==> src/rtl/lsu_pkg.sv <==
// Shared definitions for the load/store unit: MemOp encodings (identical to
// the decoder's MemOp field), FSM states and access kinds.
package lsu_pkg;

   localparam logic [2:0] MOP_B    = 3'b000;
   localparam logic [2:0] MOP_H    = 3'b001;
   localparam logic [2:0] MOP_W    = 3'b010;
   localparam logic [2:0] MOP_BU   = 3'b100;
   localparam logic [2:0] MOP_HU   = 3'b101;
   localparam logic [2:0] MOP_NONE = 3'b111;

   typedef enum logic [1:0] {
      IDLE,
      REQ,
      WAIT,
      DONE
   } state_e;

   typedef enum logic [1:0] {
      LOAD,
      STORE,
      NONE
   } kind_e;

   // Encodings with no defined access width (011, 110).
   function automatic logic mop_undefined(input logic [2:0] mop);
      return (mop == 3'b011) || (mop == 3'b110);
   endfunction

endpackage

==> src/rtl/lsu_align.sv <==
// Byte-lane steering: store strobes/lane replication with alignment check,
// and load-word extraction with sign or zero extension.
module lsu_align
   import lsu_pkg::*;
(
   input  logic [2:0]  memop,
   input  logic [1:0]  off,
   input  logic [31:0] wdata,
   input  logic [31:0] rdata,
   output logic [3:0]  wstrb,
   output logic [31:0] lane_wdata,
   output logic        misaligned,
   output logic [31:0] load_data
);

   logic [31:0] shifted;

   // Store path: replicate the operand into every lane it may land in and
   // enable only the addressed bytes.
   always_comb begin
      wstrb      = 4'b0000;
      lane_wdata = wdata;
      misaligned = 1'b0;
      case (memop)
         MOP_B, MOP_BU: begin
            wstrb      = 4'b0001 << off;
            lane_wdata = {4{wdata[7:0]}};
         end
         MOP_H, MOP_HU: begin
            wstrb      = 4'b0011 << off;
            lane_wdata = {2{wdata[15:0]}};
            misaligned = off[0];
         end
         MOP_W: begin
            wstrb      = 4'b1111;
            misaligned = (off != 2'b00);
         end
         default: ;
      endcase
   end

   // Load path: bring the addressed byte/half down to bit 0, then extend.
   always_comb begin
      shifted   = rdata >> {off, 3'b000};
      load_data = 32'h0;
      case (memop)
         MOP_B:   load_data = {{24{shifted[7]}}, shifted[7:0]};
         MOP_BU:  load_data = {24'h0, shifted[7:0]};
         MOP_H:   load_data = {{16{shifted[15]}}, shifted[15:0]};
         MOP_HU:  load_data = {16'h0, shifted[15:0]};
         MOP_W:   load_data = shifted;
         default: load_data = 32'h0;
      endcase
   end

endmodule

==> src/rtl/lsu.sv <==
// Load/store unit: one access at a time, IDLE -> REQ -> WAIT -> DONE, with
// illegal/misaligned/no-op accesses bypassing the bus straight to DONE.
module lsu
   import lsu_pkg::*;
#(
   parameter int ADDR_W = 32,
   parameter int DATA_W = 32
) (
   input  logic              clk,
   input  logic              rst,
   input  logic              in_valid,
   output logic              in_ready,
   input  logic [ADDR_W-1:0] in_addr,
   input  logic [DATA_W-1:0] in_wdata,
   input  logic [2:0]        in_memop,
   input  logic              in_memwr,
   input  logic              in_memtoreg,
   output logic              mem_req_valid,
   input  logic              mem_req_ready,
   output logic [ADDR_W-1:0] mem_req_addr,
   output logic              mem_req_we,
   output logic [3:0]        mem_req_wstrb,
   output logic [DATA_W-1:0] mem_req_wdata,
   input  logic              mem_rsp_valid,
   input  logic [DATA_W-1:0] mem_rsp_rdata,
   output logic              out_valid,
   input  logic              out_ready,
   output logic [DATA_W-1:0] out_rdata,
   output logic              out_err
);

   state_e            state_q, state_d;
   kind_e             kind_q, kind_d;
   logic [2:0]        memop_q, memop_d;
   logic [1:0]        off_q, off_d;
   logic              in_ready_q, in_ready_d;
   logic              req_valid_q, req_valid_d;
   logic [ADDR_W-1:0] req_addr_q, req_addr_d;
   logic              req_we_q, req_we_d;
   logic [3:0]        req_wstrb_q, req_wstrb_d;
   logic [DATA_W-1:0] req_wdata_q, req_wdata_d;
   logic              out_valid_q, out_valid_d;
   logic [DATA_W-1:0] out_rdata_q, out_rdata_d;
   logic              out_err_q, out_err_d;

   kind_e       acc_kind;
   logic        illegal;
   logic [2:0]  sel_memop;
   logic [1:0]  sel_off;
   logic [3:0]  st_wstrb;
   logic [31:0] st_wdata;
   logic        st_misaligned;
   logic [31:0] ld_data;

   // In IDLE the aligner classifies the incoming access; afterwards it
   // extracts load data using the latched op and offset.
   assign sel_memop = (state_q == IDLE) ? in_memop : memop_q;
   assign sel_off   = (state_q == IDLE) ? in_addr[1:0] : off_q;

   lsu_align u_align (
      .memop      (sel_memop),
      .off        (sel_off),
      .wdata      (in_wdata),
      .rdata      (mem_rsp_rdata),
      .wstrb      (st_wstrb),
      .lane_wdata (st_wdata),
      .misaligned (st_misaligned),
      .load_data  (ld_data)
   );

   // Next-state and next-output logic; every output is registered.
   always_comb begin
      state_d     = state_q;
      kind_d      = kind_q;
      memop_d     = memop_q;
      off_d       = off_q;
      in_ready_d  = in_ready_q;
      req_valid_d = req_valid_q;
      req_addr_d  = req_addr_q;
      req_we_d    = req_we_q;
      req_wstrb_d = req_wstrb_q;
      req_wdata_d = req_wdata_q;
      out_valid_d = out_valid_q;
      out_rdata_d = out_rdata_q;
      out_err_d   = out_err_q;

      // A store wins when both memwr and memtoreg are set.
      acc_kind = in_memwr ? STORE : (in_memtoreg ? LOAD : NONE);
      illegal  = mop_undefined(in_memop) ||
                 ((acc_kind == STORE) && ((in_memop == MOP_BU) || (in_memop == MOP_HU)));

      case (state_q)
         IDLE: begin
            if (in_valid) begin
               memop_d    = in_memop;
               off_d      = in_addr[1:0];
               kind_d     = acc_kind;
               in_ready_d = 1'b0;
               if ((acc_kind == NONE) || (in_memop == MOP_NONE)) begin
                  state_d     = DONE;
                  out_valid_d = 1'b1;
                  out_err_d   = 1'b0;
                  out_rdata_d = '0;
               end else if (illegal || st_misaligned) begin
                  state_d     = DONE;
                  out_valid_d = 1'b1;
                  out_err_d   = 1'b1;
                  out_rdata_d = '0;
               end else begin
                  state_d     = REQ;
                  req_valid_d = 1'b1;
                  req_addr_d  = {in_addr[ADDR_W-1:2], 2'b00};
                  req_we_d    = (acc_kind == STORE);
                  req_wstrb_d = (acc_kind == STORE) ? st_wstrb : 4'b0000;
                  req_wdata_d = (acc_kind == STORE) ? st_wdata : '0;
               end
            end
         end
         REQ: begin
            if (mem_req_ready) begin
               req_valid_d = 1'b0;
               state_d     = WAIT;
            end
         end
         WAIT: begin
            if (mem_rsp_valid) begin
               state_d     = DONE;
               out_valid_d = 1'b1;
               out_err_d   = 1'b0;
               out_rdata_d = (kind_q == LOAD) ? ld_data : '0;
            end
         end
         DONE: begin
            if (out_ready) begin
               state_d     = IDLE;
               out_valid_d = 1'b0;
               in_ready_d  = 1'b1;
            end
         end
         default: state_d = IDLE;
      endcase
   end

   // State and output registers; reset abandons any transfer in flight.
   always_ff @(posedge clk) begin
      if (rst) begin
         state_q     <= IDLE;
         kind_q      <= NONE;
         memop_q     <= MOP_NONE;
         off_q       <= 2'b00;
         in_ready_q  <= 1'b1;
         req_valid_q <= 1'b0;
         req_addr_q  <= '0;
         req_we_q    <= 1'b0;
         req_wstrb_q <= 4'b0000;
         req_wdata_q <= '0;
         out_valid_q <= 1'b0;
         out_rdata_q <= '0;
         out_err_q   <= 1'b0;
      end else begin
         state_q     <= state_d;
         kind_q      <= kind_d;
         memop_q     <= memop_d;
         off_q       <= off_d;
         in_ready_q  <= in_ready_d;
         req_valid_q <= req_valid_d;
         req_addr_q  <= req_addr_d;
         req_we_q    <= req_we_d;
         req_wstrb_q <= req_wstrb_d;
         req_wdata_q <= req_wdata_d;
         out_valid_q <= out_valid_d;
         out_rdata_q <= out_rdata_d;
         out_err_q   <= out_err_d;
      end
   end

   assign in_ready      = in_ready_q;
   assign mem_req_valid = req_valid_q;
   assign mem_req_addr  = req_addr_q;
   assign mem_req_we    = req_we_q;
   assign mem_req_wstrb = req_wstrb_q;
   assign mem_req_wdata = req_wdata_q;
   assign out_valid     = out_valid_q;
   assign out_rdata     = out_rdata_q;
   assign out_err       = out_err_q;

endmodule
==> config.mk <==
export PLATFORM = sky130hd
export DESIGN_NAME = lsu
export DESIGN_NICKNAME = d
export VERILOG_FILES = /design/src/rtl/lsu_pkg.sv /design/src/rtl/lsu_align.sv /design/src/rtl/lsu.sv
export SDC_FILE = /design/constraint.sdc
export NUM_CORES = 1
export LEC_CHECK = 0
export ABC_AREA = 1
export CAP_MARGIN = 20
export CORE_ASPECT_RATIO = 1.25
export CORE_MARGIN = 1.5
export CORE_UTILIZATION = 46
export DETAILED_ROUTE_END_ITERATION = 8
export PLACE_DENSITY_LB_ADDON = 0.1
export SYNTH_ARGS = -nofsm -noshare
export SYNTH_HDL_FRONTEND = slang
export SYNTH_SLANG_ARGS = --single-unit
==> constraint.sdc <==
create_clock -name clk -period 2.7 [get_ports clk]
set_input_delay 0.54 -clock clk [delete_from_list [all_inputs] [get_ports clk]]
set_output_delay 0.54 -clock clk [all_outputs]
set_load 0.01 [all_outputs]
==> results.txt, run 1 <==
The run gives 0 ns as the sum of negative setup slack. Leaving out fill and tap cells, the most frequent cell in the layout is nand2_1. Internal power comes to 0.00364 W. Global placement routability congestion: 0.932. The top cell types in the final layout, fill and taps aside, are nand2_1, clkdlybuf4s50_1, dfxtp_1.

For the worst setup path, the data arrival time is 2.70 ns. The first global-routing pass estimated 27800 um of wire. For this block, the initial DRC count from the detailed router was 307. The share of synthesized cell area in and, or, nand and nor gates came out at 0.364. After synthesis, the largest family of logic cells by area is simple AND/OR/NAND/NOR gates. The initial core utilization is 0.470, and the worst hold slack is 0.459 ns.

The count of nets after finishing is 1161. Data on the critical path is required at its endpoint by 2.97 ns. The maximum net fanout on the critical path is 22, and the cell count after synthesis is 862. The count of nets left with antenna violations once routing finished came out at 0. The register-to-register setup slack was 0.27 ns; the hold buffer count at cts was 0.

The xor and xnor fraction of the mapped netlist area was 0; the peak supply drop was 402 uV. The worst setup path is captured at a flip-flop. Counting flops and latches in the post-synthesis netlist gives 112. Fmax: 412 MHz. The number of global-route vias before repair was 5647. The net load switching power is 0.00288 W.

The die covers 13600 um2. The half-perimeter wire length of the detailed placement result is 12700 um. In the routed design, unresolved DRC markers number 0. The synthesized-area fraction occupied by adder cells was 0.0106; the overall die height was 130 um.

The logs give 0 for the final count of negative-setup-slack endpoints and 0.378 for the share of synthesized area occupied by flip-flops and latches. For the worst-skew pair, the clock arrives at the later sink with an insertion delay of 0.34 ns. For this design the static power due to leakage is 3.33 nW.

Total routing usage reported by global routing: 0.252. Horizontal extent of the die: 105 um. After detailed routing, the total wire length is 17400 um. The mux cell area share after synthesis works out to 0.

The count of buffers added by post-CTS timing repair for setup is 0, and the number of warnings reported in the yosys synthesis log is 0. Clock tree synthesis found a total of 112 sinks. The flow ran to the end, and the final reports show no timing, DRC or antenna violations.

The total overflow left after global routing is 0. The run gives 0.508 as the portion of total power attributed to combinational logic. The number of cells in the finished layout apart from fillers is 1222, and the switching power as a share of total power is 0.441. Entering global routing, the biggest net connects 39 pins. Clock tree synthesis inserted a total of 9 buffers.

TritonCTS built the clock tree. The cell type contributing the most total cell area after synthesis was dfxtp_1. Across the routed clock network, the largest skew measured is 0.00875 ns. The post-route clock period utilization came out at 0.900. In this run the worst hold path is classified as flip-flop to flip-flop.

Dominant synthesized flop cell: dfxtp_1. The number of max-capacitance violations reported was 0; the final routed wire length divided by cell count was 14.2 um. For this design the ratio of total power to cell area is 776 nW/um2.

The longest clock path from root to sink contains 2 buffers. The run gives 0.551 as the worst slew margin relative to its limit. STA classifies the critical path startpoint as a flip-flop. Dividing the detail-routed via count by the number of cells gives 5.05. The post-synthesis compound-gate area fraction is 0.156, and the hold violation count in the final report is 0. The first-pass iteration count of the detailed router is 5, and the final-report max-slew violation count is 0. The clock period could shrink to 2.43 ns. After synthesis, the netlist uses 39 different library cells.

Yosys attributes the largest share of cell area to dfxtp_1, nand2_1, a21oi_1. By startpoint and endpoint, the worst setup path is classified as flip-flop to flip-flop. The tools report the count of inserted antenna diode cells as 0.

After clock tree synthesis, the clock-pin slew on the worst setup and hold paths is 0.08 ns. The top-level I/O count came out at 212. Share of async-settable or async-resettable flops after synthesis: 0. The worst register-to-register path has a depth of 13. The H-tree depth is 3.

The fraction of power consumed by sequential logic is 0.288, and the ratio of cells with drive above 1 in the final layout is 0.101. After floorplanning, the core was divided into 46 placement rows. The number of instances in the placed design is 1206. The worst hold path was traced through 2 stages.

The tree is rooted in a clkbuf_16. The tools report the number of antenna violations at the first check in global routing as 0. The actual slew at the worst max-slew pin works out to 0.672 ns. The synthesized design contains 0 enable-type register cells. The area inside the core boundary is 12600 um2. Count of vias placed by the detailed router: 6172.

Setup repair after global routing left no endpoint under its margin. The post-cts sizing count came out at 0. A synthesized cell averages 6.88 um2.

Relative to the synthesized area, the layout overhead comes to 41.7%. Port buffering added 209 buffers. The fraction of post-synthesis cell area in the top cell type by area came out at 0.378. For the clock share of power, the log shows 0.204. Summing every instance area after synthesis gives 5930 um2.
cell type report:
cell class,instances,area (um2)
fill,1131,4210
multi-input combinational,644,3160
timing repair buffer,232,2300
sequential,112,2240
clock buffer,10,239
tap,168,210
inverter,50,190
clock inverter,6,62.6
power by group through the flow:
stage	Clock (W)	Combinational [W]	Sequential, W
floorplan	0	0.00228	0.00195
global placement	0	0.00327	0.00191
detailed placement	0	0.00328	0.00191
CTS	0.00136	0.00330	0.00188
global route	0.00144	0.00366	0.00190
finish	0.00133	0.00331	0.00188
sequential cells by signal (all words and copies together) (netlist names):
signal,cells
mem_req_addr,30
out_err,1
state_q,2
in_ready,1
out_rdata,32
mem_req_wstrb,4
off_q,2
out_valid,1
mem_req_we,1
mem_req_valid,1
kind_q,2
mem_req_wdata,32
memop_q,3
stage by stage:
step           total power (W)  instance area (um2)  utilization  setup slack (ns)
2_1_floorplan          0.00423                 5930            -             0.700
3_3_place_gp           0.00518                 8100        0.642             0.189
3_5_place_dp           0.00519                 8100        0.642             0.171
4_1_cts                0.00654                 8400        0.666             0.269
5_1_grt                0.00700                 8400        0.666            0.0509
6_report               0.00652                 8400        0.666             0.271
cells by family after synthesis:
kind of cell               after synthesis
AOI/OAI and AO/OA                      164
adders and majority gates                5
buffers and inverters                  107
DFF                                    112
other                                    1
and+or+nand+nor                        473
metal layers:
metal,global-route usage,wire length [um]
met1,0.313,7420
met2,0.424,8300
met3,0.0699,1320
met4,0.0850,350
met5,0,0
synthesized netlist by cell type (6+ instances only):
| cell | n |
|---|---|
| a21boi_0 | 14 |
| a21oi_1 | 90 |
| buf_2 | 17 |
| buf_4 | 8 |
| buf_6 | 9 |
| clkbuf_1 | 22 |
| dfxtp_1 | 112 |
| inv_1 | 45 |
| nand2_1 | 253 |
| nand2_2 | 10 |
| nand2_4 | 6 |
| nand3_1 | 54 |
| nand4_1 | 17 |
| nor2_1 | 88 |
| nor2_2 | 13 |
| o2111ai_1 | 8 |
| o21ai_0 | 37 |
| or2_2 | 17 |
worst max-delay path, stage by stage (launching register included):
cell	delay [ns]
dfxtp_1	0.41
inv_1	0.09
ha_1	0.22
inv_2	0.14
buf_4	0.16
nand2_1	0.06
nand2_2	0.19
nand3_4	0.18
nor2_4	0.19
nor2_8	0.05
nand2_4	0.21
buf_12	0.20
nand2_1	0.06
a21oi_1	0.17
final timing paths:
path	startpoint	to
setup / recovery	state_q[0]	mem_req_wdata[10]
hold / removal	mem_req_addr[12]	mem_req_addr[12]
setup reg to reg	state_q[0]	mem_req_wdata[10]
hold reg to reg	mem_req_addr[12]	mem_req_addr[12]
Note: power is estimated with default switching activity, not from simulation.
==> run 2, diff against run 1 <==
--- a/config.mk
+++ b/config.mk
@@ -7,10 +7,13 @@
 export LEC_CHECK = 0
 export ABC_AREA = 1
 export CAP_MARGIN = 20
+export CELL_PAD_IN_SITES_DETAIL_PLACEMENT = 1
+export CELL_PAD_IN_SITES_GLOBAL_PLACEMENT = 1
 export CORE_ASPECT_RATIO = 1.25
 export CORE_MARGIN = 1.5
-export CORE_UTILIZATION = 46
+export CORE_UTILIZATION = 31
 export DETAILED_ROUTE_END_ITERATION = 8
+export MAX_ROUTING_LAYER = met4
 export PLACE_DENSITY_LB_ADDON = 0.1
 export SYNTH_ARGS = -nofsm -noshare
 export SYNTH_HDL_FRONTEND = slang
==> run 2 against run 1 <==
Effect of this change: sequential power about the same; critical path depth increased by 1; hold slack improved by 0.0021 ns; largest power group unchanged.
==> results.txt, run 2 (synthesis gave the netlist of run 1 again) <==
The startpoint type of the worst setup path was a flip-flop. Class of the most critical setup path: flip-flop to flip-flop. The post-route clock period utilization is 0.874.

Setup violations remaining at the end of the flow were counted as 0. Across the run, the number of max-cap violations was 0. The fmax is 424 MHz.

The path with the worst hold slack has its endpoint at off_q[1]. The tools report the number of clock buffers inserted by TritonCTS as 9. Summed over all cells, the static leakage comes to 3.34 nW.

The setup check on the worst reg-to-reg path leaves a slack of 0.34 ns. After legalization and detailed placement, the total HPWL measured 15500 um. Clock-pin slew was measured on the worst setup and hold paths at 0.08 ns. The min-delay analysis places its worst path in the category flip-flop to flip-flop. The worst path required time is 2.93 ns. The run finished with clean final reports.

In this run the critical register-to-register path is launched from state_q[1]. The logs give 0.454 for the post-route core utilization and 20000 um2 for the area of the die. The total of buffers placed on input and output ports came out at 209. The worst hold path cell count came out at 2. The minimum clock period after layout was 2.36 ns; the count of nets after finishing was 1163. The H-tree generated during clock tree synthesis spans 3 levels.

The area growth from synthesis to layout is 43.8%. Reg-to-reg critical path endpoint: out_rdata[24]. Hold path startpoint: off_q[1].

The congestion estimate from routability-driven global placement came to 0.825. The run gives 18800 um2 as the area inside the core boundary. Wires add up to 20800 um. Across the VDD grid, the largest voltage drop is 831 uV. Measured along the y axis, the die boundary spans 158 um. The tools report the global routing met2 resource utilization as 0.364. Buffers inserted to repair hold after CTS numbered 0. The placed cell area came out at 8200 um2.

STA classifies the critical path endpoint as a flip-flop. The latest clock arrival within the worst-skew pair is 0.37 ns. The initial core utilization was 0.316. In this run the most used layer during global routing was met2. Maximum buffer depth of the clock tree: 2.

Counting cells, the worst reg-to-reg path comes to 14. The number of antenna violations at the first check in global routing was 1; the count of vias placed by the detailed router was 6229. In the routed design, unresolved DRC markers number 0. The logs give 0.0314 for the met3 usage in global routing and 0 for the hold violation count in the final report. The logs give 69 for the maximum number of pins on one net before global-route repair and 0.0133 ns for the post-route clock skew.

The ratio of total power to cell area is 783 nW/um2, and the number of global-route vias before repair is 6338. The sum of overflow across all layers after global routing came out at 0. For the worst setup path, the data arrival time is 2.59 ns. Clock tree synthesis found a total of 112 sinks.

The first global-routing pass estimated 33100 um of wire. In the layout the commonest cells are nand2_1, clkdlybuf4s50_1, dfxtp_1. The tools report the number of design-rule violations left by the first detailed-router iteration as 222. First-pass iteration count of the detailed router: 6. The total routing usage reported by global routing came out at 0.214. For the pin with the worst max-slew slack, the measured transition is 0.661 ns.

The worst slew margin relative to its limit is 0.559, and the final-report max-slew violation count is 0. The ratio of cells with drive above 1 in the final layout works out to 0.103. Global routing met1 resource utilization: 0.262. Setup repair after global routing left no endpoint under its margin. Clock tree synthesis selected as its root buffer the cell clkbuf_16. TritonCTS built the clock tree. The horizontal extent of the die came out at 127 um. During I/O placement, the number of pins put on the boundary was 212.

Dividing the detail-routed wire length by the instance count gives 16.1 um. After detailed routing, the number of vias per cell comes to 4.83. The floorplan has 56 rows. The tools report the design area as 8530 um2.

Leaving out fill and tap cells, the most frequent cell in the layout is nand2_1. Of all nets on the critical path, the largest fanout is 17. The detail route stage leaves a number of antenna-violating nets equal to 0.
==> run 2: per-stage QoR <==
| step | hold slack [ns] | total power (W) | instances | setup TNS (ns) | setup slack [ns] |
|---|---|---|---|---|---|
| floorplan | 0.429 | 0.00423 | 863 | 0 | 0.700 |
| global placement | 0.449 | 0.00535 | 1271 | -4.48 | -0.193 |
| detailed placement | 0.450 | 0.00536 | 1271 | -6.52 | -0.265 |
| CTS | 0.464 | 0.00676 | 1287 | 0 | 0.0821 |
| global route | 0.477 | 0.00722 | 1289 | 0 | 0.0589 |
| finish | 0.461 | 0.00667 | 1289 | 0 | 0.341 |
==> run 2: how the worst max path moves through the flow <==
stage	start	to	depth (start not counted)
after detailed placement	in_valid	out_rdata[5]	7
after global routing	state_q[1]	out_rdata[22]	13
after global placement	in_valid	out_rdata[5]	7
final	state_q[1]	out_rdata[24]	14
after floorplan	state_q[0]	out_rdata[29]	11
after CTS	state_q[0]	mem_req_wdata[6]	14
==> run 2: metal layers <==
layer,vias to the layer above,share of wire
met5,-,0
met4,0,0.022
met3,23,0.042
met2,140,0.49
met1,2894,0.45
li1,3172,-
==> run 2: final cells by class <==
class,count,area [um2]
fill,2364,10300
clock buffer,10,229
multi-input combinational,644,3160
inverter,50,195
sequential,112,2240
tap,232,290
antenna,1,2.50
clock inverter,6,62.6
timing repair buffer,234,2340
==> run 2: report_power, final <==
part	leakage, nW	switching, W	internal (W)
Sequential	0.908	0.0000850	0.00180
Clock	0.136	0.000706	0.000653
Combinational	2.30	0.00222	0.00121
Total	3.34	0.00301	0.00366
==> run 2: critical path, cell delays in order, from the launching register on <==
cell and delay (ns):
dfxtp_1 0.38, inv_1 0.10, ha_1 0.23, inv_2 0.06
buf_4 0.17, nand2_4 0.13, nand2_4 0.13, nand3_2 0.12
nand2_4 0.12, inv_2 0.05, nand3_4 0.14, buf_4 0.25
a21boi_0 0.12, nor2_1 0.14, nor2_1 0.05
==> run 2: what timing repair did <==
action                     4_1_cts  5_1_grt
cloned                           0        0
setup endpoints to repair       17       70
setup buffers                    0        1
pin swaps                        0        1
gates resized for setup          1        5
